`src/rtl/sd_dac_multi.sv`:
```
`default_nettype none
// ============================================================================
// Module  : sd_dac_multi
// Brief   : Multi-channel 1st/2nd-order sigma-delta DAC modulator with a
//           double-buffered valid/ready frame input and programmable tick rate.
// Revision: 1.0
// ============================================================================
module sd_dac_multi #(
   parameter int   BITS     = 16,
   parameter int   CHANNELS = 2,
   parameter int   ORDER    = 2,
   parameter logic INV      = 1'b1,
   parameter int   DIV      = 1
) (
   input  logic                     clk,
   input  logic                     reset,
   input  logic [CHANNELS*BITS-1:0] in_data,
   input  logic                     in_valid,
   output logic                     in_ready,
   input  logic                     mute,
   output logic                     tick,
   output logic                     underrun,
   output logic [CHANNELS-1:0]      out
);

   localparam int               CNT_W   = (DIV > 1) ? $clog2(DIV) : 1;
   localparam logic [CNT_W-1:0] CNT_MAX = CNT_W'(DIV - 1);

   logic [CNT_W-1:0]         cnt_q, cnt_d;
   logic [CHANNELS*BITS-1:0] pend_q, act_q;
   logic                     pend_full_q;
   logic                     underrun_q;
   logic [CHANNELS-1:0]      b_vec;
   logic [CHANNELS-1:0]      out_q;

   always_comb begin
      cnt_d = (cnt_q == CNT_MAX) ? '0 : cnt_q + 1'b1;
   end

   assign tick     = (cnt_q == CNT_MAX);
   assign in_ready = ~pend_full_q;
   assign underrun = underrun_q;
   assign out      = out_q;

   // An accept needs pending empty, so it never collides with the tick-side load.
   always_ff @(posedge clk) begin
      if (!reset) begin
         cnt_q       <= '0;
         pend_q      <= '0;
         pend_full_q <= 1'b0;
         act_q       <= '0;
         underrun_q  <= 1'b0;
      end else begin
         cnt_q <= cnt_d;
         if (tick) begin
            if (pend_full_q) begin
               act_q       <= pend_q;
               pend_full_q <= 1'b0;
            end else begin
               underrun_q  <= 1'b1;
            end
         end
         if (in_valid && in_ready) begin
            pend_q      <= in_data;
            pend_full_q <= 1'b1;
         end
      end
   end

   always_ff @(posedge clk) begin
      if (!reset) begin
         out_q <= '0;
      end else begin
         out_q <= b_vec ^ {CHANNELS{INV}};
      end
   end

   generate
      for (genvar c = 0; c < CHANNELS; c++) begin : g_ch
         logic signed [BITS-1:0] x;
         logic                   b_q, b_d;

         assign x        = mute ? '0 : act_q[c*BITS +: BITS];
         assign b_vec[c] = b_q;

         always_ff @(posedge clk) begin
            if (!reset) begin
               b_q <= 1'b0;
            end else if (tick) begin
               b_q <= b_d;
            end
         end

         if (ORDER == 1) begin : g_o1
            logic [BITS:0] acc_q, acc_d;

            // Offset-binary view of x; the carry out is the modulator bit.
            always_comb begin
               acc_d = {1'b0, acc_q[BITS-1:0]} + {1'b0, ~x[BITS-1], x[BITS-2:0]};
            end
            assign b_d = acc_d[BITS];

            always_ff @(posedge clk) begin
               if (!reset) begin
                  acc_q <= '0;
               end else if (tick) begin
                  acc_q <= acc_d;
               end
            end
         end else begin : g_o2
            localparam int                     W1     = BITS + 2;
            localparam int                     W2     = BITS + 4;
            localparam logic signed [BITS-1:0] X_LIM  = BITS'(7 * 2 ** (BITS - 4));
            localparam logic signed [W1-1:0]   FS_Y   = W1'(2 ** (BITS - 1));
            localparam logic signed [W1:0]     S1_MAX = (W1 + 1)'(2 ** (BITS + 1) - 1);
            localparam logic signed [W1:0]     S1_MIN = (W1 + 1)'(-(2 ** (BITS + 1)));
            localparam logic signed [W2:0]     S2_MAX = (W2 + 1)'(2 ** (BITS + 3) - 1);
            localparam logic signed [W2:0]     S2_MIN = (W2 + 1)'(-(2 ** (BITS + 3)));

            logic signed [BITS-1:0] xc;
            logic signed [W1-1:0]   y, i1_q, i1_d;
            logic signed [W2-1:0]   i2_q, i2_d;
            logic signed [W1:0]     s1;
            logic signed [W2:0]     s2;

            // Sums are one bit wider than the integrators so saturation sees the true value.
            always_comb begin
               xc = x;
               if (x > X_LIM) begin
                  xc = X_LIM;
               end else if (x < -X_LIM) begin
                  xc = -X_LIM;
               end
               y    = b_q ? FS_Y : -FS_Y;
               s1   = (W1 + 1)'(i1_q) + (W1 + 1)'(xc) - (W1 + 1)'(y);
               i1_d = s1[W1-1:0];
               if (s1 > S1_MAX) begin
                  i1_d = S1_MAX[W1-1:0];
               end else if (s1 < S1_MIN) begin
                  i1_d = S1_MIN[W1-1:0];
               end
               s2   = (W2 + 1)'(i2_q) + (W2 + 1)'(i1_d) - (W2 + 1)'(y);
               i2_d = s2[W2-1:0];
               if (s2 > S2_MAX) begin
                  i2_d = S2_MAX[W2-1:0];
               end else if (s2 < S2_MIN) begin
                  i2_d = S2_MIN[W2-1:0];
               end
            end
            assign b_d = ~i2_d[W2-1];

            always_ff @(posedge clk) begin
               if (!reset) begin
                  i1_q <= '0;
                  i2_q <= '0;
               end else if (tick) begin
                  i1_q <= i1_d;
                  i2_q <= i2_d;
               end
            end
         end
      end
   endgenerate

endmodule
`default_nettype wire

```
`config.mk`:
```
export PLATFORM = sky130hd
export DESIGN_NAME = sd_dac_multi
export DESIGN_NICKNAME = d
export VERILOG_FILES = /design/src/rtl/sd_dac_multi.sv
export SDC_FILE = /design/constraint.sdc
export NUM_CORES = 1
export LEC_CHECK = 0
export BUFFER_PORTS_ARGS = -buffer_cell sky130_fd_sc_hd__buf_2
export CORE_MARGIN = 3
export CORE_UTILIZATION = 40
export CTS_CLUSTER_SIZE = 8
export DETAILED_ROUTE_END_ITERATION = 12
export PLACE_DENSITY = 0.59
export SYNTH_ARGS = -nofsm -noshare
export SYNTH_HDL_FRONTEND = slang
export SYNTH_SLANG_ARGS = --single-unit
```
`constraint.sdc`:
```
create_clock -name clk -period 14.1 [get_ports clk]
set_clock_uncertainty 0.05 [all_clocks]
set_input_delay 2.82 -clock clk [delete_from_list [all_inputs] [get_ports clk]]
set_output_delay 2.82 -clock clk [all_outputs]
set_load 0.03 [all_outputs]
```
==> results of run 1 <==
==> flip-flops by register name (all words and copies together) (netlist names) <==
name	flops
g_ch.b_q	2
cnt_q	1
g_ch.g_o2.i2_q	40
underrun	1
act_q	32
g_ch.g_o2.i1_q	36
pend_q	32
pend_full_q	1
out	2
==> final timing paths <==
kind | slack, ns | to
max | 3.05 | g_ch[1].g_o2.i2_q[2]
min | 0.40 | act_q[10]
max reg2reg | 4.60 | g_ch[1].g_o2.i2_q[2]
min reg2reg | 0.40 | act_q[10]
==> layout by cell type (no fill, tap or decap), types with 6 or more instances in the layout <==
master | netlist | routed
a21oi_1 | 209 | 209
nand2_1 | 208 | 208
inv_1 | 206 | 206
dfxtp_1 | 147 | 146
ha_1 | 134 | 134
nor2_1 | 112 | 111
o21ai_0 | 92 | 92
buf_2 | 1 | 40
xor2_1 | 35 | 35
xnor2_1 | 30 | 30
a21o_1 | 28 | 28
nand2b_1 | 21 | 21
clkbuf_16 | 0 | 18
nand3_1 | 17 | 17
maj3_1 | 16 | 16
nor2b_1 | 15 | 14
a221oi_1 | 12 | 12
fa_1 | 12 | 12
nor3_1 | 10 | 10
maj3_2 | 10 | 10
and2_1 | 9 | 9
o21a_1 | 8 | 8
nand4_1 | 8 | 8
a211oi_1 | 8 | 8
or2_2 | 7 | 7
o211ai_1 | 7 | 7
nor4_1 | 7 | 7
and4_1 | 6 | 6
or3_1 | 6 | 6
==> layer usage <==
layer	vias to the layer above	global-route usage (%)	wire, um
li1	5258	-	-
met1	4700	24.63	13630
met2	122	30.86	13320
met3	31	3.161	797
met4	0	5.630	609
met5	-	0	0
==> cells by family after synthesis <==
group / after synthesis / share of synthesized area, %
xor gates and xnor gates: 69 / 5.563
AOI/OAI and AO/OA: 436 / 23.38
DFF: 147 / 25.36
and+or+nand+nor: 448 / 17.39
adders and majority gates: 172 / 18.87
buffers and inverters: 276 / 9.066
other: 1 / 0.03231
muxes: 4 / 0.3450
==> worst max-delay path: cells and delay by family <==
kind / cells / cell delay, ns
compound gates: 14 / 3.37
simple gates: 7 / 2.29
fa+ha+maj: 4 / 1.34
buf+inv: 5 / 0.81
xor+xnor: 1 / 0.67
==> layout make-up <==
cell class	instances	area share (%)
Clock inverter	9	1.018
Clock buffer	20	3.775
Sequential cell	147	23.27
Timing Repair Buffer	45	1.877
Multi-Input combinational cell	1130	60.15
Tap cell	378	3.735
Inverter	208	6.176
==> stage by stage <==
step	utilization, %	area (um^2)
final	44.96	12660
after global routing	44.96	12660
after CTS	44.96	12660
after detailed placement	42.81	12060
after global placement	42.81	12060
after floorplan	-	11610
==> Yosys cell counts (4+ instances only) <==
library cell	count
o31ai_1	5
o21ai_0	92
or2_2	7
maj3_1	16
nor2_1	112
xnor2_1	30
ha_1	134
and4_1	6
a21boi_0	4
a211oi_1	8
o211ai_1	7
clkbuf_1	60
nand2_1	208
a21oi_1	209
nor4_1	7
o211a_1	5
nand3b_1	5
fa_1	12
xor2_1	35
a211o_1	4
inv_1	206
a31oi_1	5
o21ai_1	5
dfxtp_1	147
a311o_1	4
mux2i_1	4
or3_1	6
o21a_1	8
buf_1	5
nor3b_1	4
nand3_1	17
and3_1	5
nor2b_1	15
a21o_1	28
maj3_2	10
a221oi_1	12
nand2b_1	21
nand4_1	8
nor3_1	10
and2_1	9
==> results.yml, run 1 <==
run_status:
  status: "finished clean"
placement:
  number_of_buffers_added_on_ports: 40
  globalplace.congestion: 0.8628
  dp_slack_ns: 2.753
  cells_after_dpl: 1908
  dp_hpwl_mm: 21.08
cts:
  cts-hold-fix-buffers: 0
  cts_made_buffers: 17
  cts-root-buf: "clkbuf_16"
  clk_pin_slew_worst_paths_ns: 0.06
  htreeDepth: 4
  cts.repair.resized: 0
  cts_num_sinks: 147
  max-clock-path-buffers: 2
  cts_post_setup_buffers_inserted: 0
  clkLatencyLatePin_ns: 0.43
  tritoncts: "built"
route:
  viasPerCell: 5.220
  drt_iter0_drc: 547
  detailroute.via_count: 10110
  first_pass_iteration_count_of_the_detailed_router: 5
  drc: 0
  postRouteAntennaNets: 0
  routedWlPerCell_um: 14.64
  detail_route.wirelength_mm: 28.36
worst_setup_path:
  cp-end-kind: "flop"
  cp-startpoint: "mute"
  max_stage_delay_ns: 0.71
  timing.critical_path.mode_cell: "o21ai_0"
  crit_slowest_cell: "nor2_1"
  worstSetupStartpointType: "primary input"
  cp.arrival_ns: 11.33
  count_of_cells_along_the_worst_register_to_register_path: 34
  rr_startpoint: "act_q[23]"
  type_of_the_worst_setup_path: "primary input to flop"
  worst_ep_required_time_ns: 14.38
  path_max_fanout: 16
floorplan:
  die_area_mm2: 0.03110
  floorplan.die.width_um: 176.3
  ios: 41
  die_height_um: 176.3
  fp.coreArea_mm2: 0.02816
  initial_core_util_pct: 41.21
  floorplan.rows: 61
finish:
  ratio_of_cells_with_drive_above_1_in_the_final_layout_pct: 7.569
  register_area_mm2: 0.002947
  area.growth.synth_to_final_pct: 9.098
  antenna_cells_inserted: 0
  layout.cells.non_filler: 1937
  multi_input_comb_area_mm2: 0.007616
  final.fill_count: 2851
  layout.nets: 1731
yosys:
  synth_warnings: 0
  synth.net_count: 1735
  ys_seq_area_share_pct: 25.36
  synth_flop_cell: "dfxtp_1"
  syn_area_per_cell_um2: 7.473
  synth_seq_cells: 147
  synth_top_cell_by_area: "dfxtp_1"
  syn-instance-count: 1553
  yosysUniqueCellTypes: 82
  syn_area_mm2: 0.01161
  post_synth_main_area_contributors: "dfxtp_1 (25%), ha_1 (14%), a21oi_1 (9.0%)"
  number_of_enable_flip_flop_cells_after_synthesis: 0
  synth-async-reset-ratio_pct: 0
  synth_largest_type_area_fraction_pct: 25.36
timing:
  period_share_pct: 78.35
  max_slew.worst_pin.slew_ns: 1.188
  hold_slack_ns: 0.4037
  rsz0062_at_grt: "no"
  final_max_slew_viol_count: 0
  maxClockFrequency_mhz: 90.52
  worst_slew_margin_relative_to_its_limit_pct: 20.72
  hold_violations: 0
  final_period_minus_worst_setup_slack_ns: 11.05
  postLayoutSetupSlackWorst_ns: 3.052
  setup_violations: 0
  fin_tns_setup_ns: 0
global_routing:
  grt_max_degree: 92
  antenna_found_initial: 0
  global_route_wire_length_before_repair_mm: 47.45
  grt-ovfl-total: 0
  grt_usage_pct: 18.54
  number_of_global_route_vias_before_repair: 9828
min_path:
  min_delay_path_depth: 2
  worst_hold_path_type: "flop to flop"
  holdCritStartpoint: "pend_q[10]"
flow_run:
  max_cap_viol: 0
Power of run 1 is left out: the tool's default activity adds up to more than one toggle a clock period on the data nets, which glitch-free logic cannot reach.
==> run 2: changes to the inputs <==
PLACE_DENSITY = 0.61   (was 0.59)
clock period = 9.64 ns   (was 14.1 ns; I/O delays follow)
==> results.yml, run 2 (synthesized netlist as in run 1, its figures left out) <==
run_status:
  status: "finished clean"
floorplan:
  fp.coreArea_mm2: 0.02816
  die_height_um: 176.3
  initial_core_util_pct: 41.21
  floorplan.rows: 61
  die_area_mm2: 0.03110
  floorplan.die.width_um: 176.3
  ios: 41
global_routing:
  global_route_wire_length_before_repair_mm: 47.22
  grt_usage_pct: 18.35
  grt-ovfl-total: 0
  antenna_found_initial: 0
  grt_max_degree: 92
  number_of_global_route_vias_before_repair: 9801
finish:
  layout_common_cells: "a21oi_1 (209), nand2_1 (208), inv_1 (206)"
  layout.nets: 1741
  area.growth.synth_to_final_pct: 9.196
  antenna_cells_inserted: 0
  largest_reg_flops: 40
  final_common_cell: "a21oi_1"
  largestRegisters: "g_ch.g_o2.i2_q (40), g_ch.g_o2.i1_q (36)"
  ratio_of_cells_with_drive_above_1_in_the_final_layout_pct: 8.206
  finalCoreUtilization_pct: 45.00
  largest_register_by_flop_count: "g_ch.g_o2.i2_q"
worst_setup_path:
  cp-end-kind: "flop"
  timing.critical_path.buf_inv: 7
  cp.arrival_ns: 9.00
  worstSetupStartpointType: "primary input"
  worst_path_dominant_cell_family: "compound AO/OA/AOI/OAI gates"
  max_stage_delay_ns: 0.55
  path_max_fanout: 28
  timing.critical_path.mode_cell: "o21ai_0"
  type_of_the_worst_setup_path: "primary input to flop"
  crit_slowest_cell: "o31ai_2"
  worst_ep_required_time_ns: 9.93
route:
  viasPerCell: 5.266
  detail_route.wirelength_mm: 28.17
  drc: 0
  postRouteAntennaNets: 0
  drt_iter0_drc: 597
  routedWlPerCell_um: 14.45
  first_pass_iteration_count_of_the_detailed_router: 5
  detailroute.via_count: 10270
timing:
  final_max_slew_viol_count: 0
  period_share_pct: 90.29
  setup_violations: 0
  worst_slew_margin_relative_to_its_limit_pct: 13.73
  max_slew.worst_pin.slew_ns: 1.293
  hold_violations: 0
  rsz0062_at_grt: "no"
  final_period_minus_worst_setup_slack_ns: 8.704
  fin_tns_setup_ns: 0
  maxClockFrequency_mhz: 114.9
cts:
  clk_pin_slew_worst_paths_ns: 0.07
  cts-root-buf: "clkbuf_16"
  cts-hold-fix-buffers: 0
  cts.repair.resized: 0
  cts_made_buffers: 17
  tritoncts: "built"
  cts_post_setup_buffers_inserted: 0
  max-clock-path-buffers: 2
  cts_num_sinks: 147
  htreeDepth: 4
  clkLatencyLatePin_ns: 0.44
flow_run:
  max_cap_viol: 0
placement:
  number_of_buffers_added_on_ports: 40
  globalplace.congestion: 0.8837
  dp_hpwl_mm: 20.74
min_path:
  worst_hold_path_type: "flop to flop"
run 2: cell type report:
cell class,instances,area (um^2)
Clock buffer,20,446.7
Multi-Input combinational cell,1130,7616
Inverter,208,782.0
Tap cell,378,473.0
Clock inverter,12,96.34
Sequential cell,147,2947
Timing Repair Buffer,55,312.8
Fill cell,2863,15490
run 2: layer usage:
| layer | up-vias | wire length [um] | share of wire [%] | global-route usage, % |
|---|---|---|---|---|
| li1 | 5274 | - | - | - |
| met1 | 4759 | 13590 | 48 | 24.83 |
| met2 | 197 | 13140 | 47 | 30.46 |
| met3 | 38 | 981 | 3.5 | 3.075 |
| met4 | 0 | 449 | 1.6 | 4.714 |
| met5 | - | 0 | 0 | 0 |
run 2: path summary, 6_finish.rpt:
check,cells after the start,from,end,slack (ns)
hold / removal,2,pend_q[5],act_q[5],0.40
setup reg to reg,36,act_q[23],g_ch[1].g_o2.i2_q[6],1.50
hold reg to reg,2,pend_q[5],act_q[5],0.40
setup / recovery,33,mute,g_ch[1].g_o2.i2_q[6],0.94
run 2: tightest hold or removal path, delay by kind of cell (launching register included):
kind	cells	cell delay [ns]
simple gates	1	0.05
compound gates	1	0.05
flops	1	0.31
run 2: metrics by stage:
step           instance area, um^2  std cells  hold WS [ns]  setup WS (ns)
2_1_floorplan                11610       1553        0.3821         0.9274
3_3_place_gp                 12130       1918        0.3897         0.8809
3_5_place_dp                 12130       1918        0.3947         0.5881
4_1_cts                      12670       1950        0.4036         0.9782
5_1_grt                      12670       1950        0.4237         0.2062
6_report                     12670       1950        0.4010         0.9363
Power of run 2 is left out for the same reason.
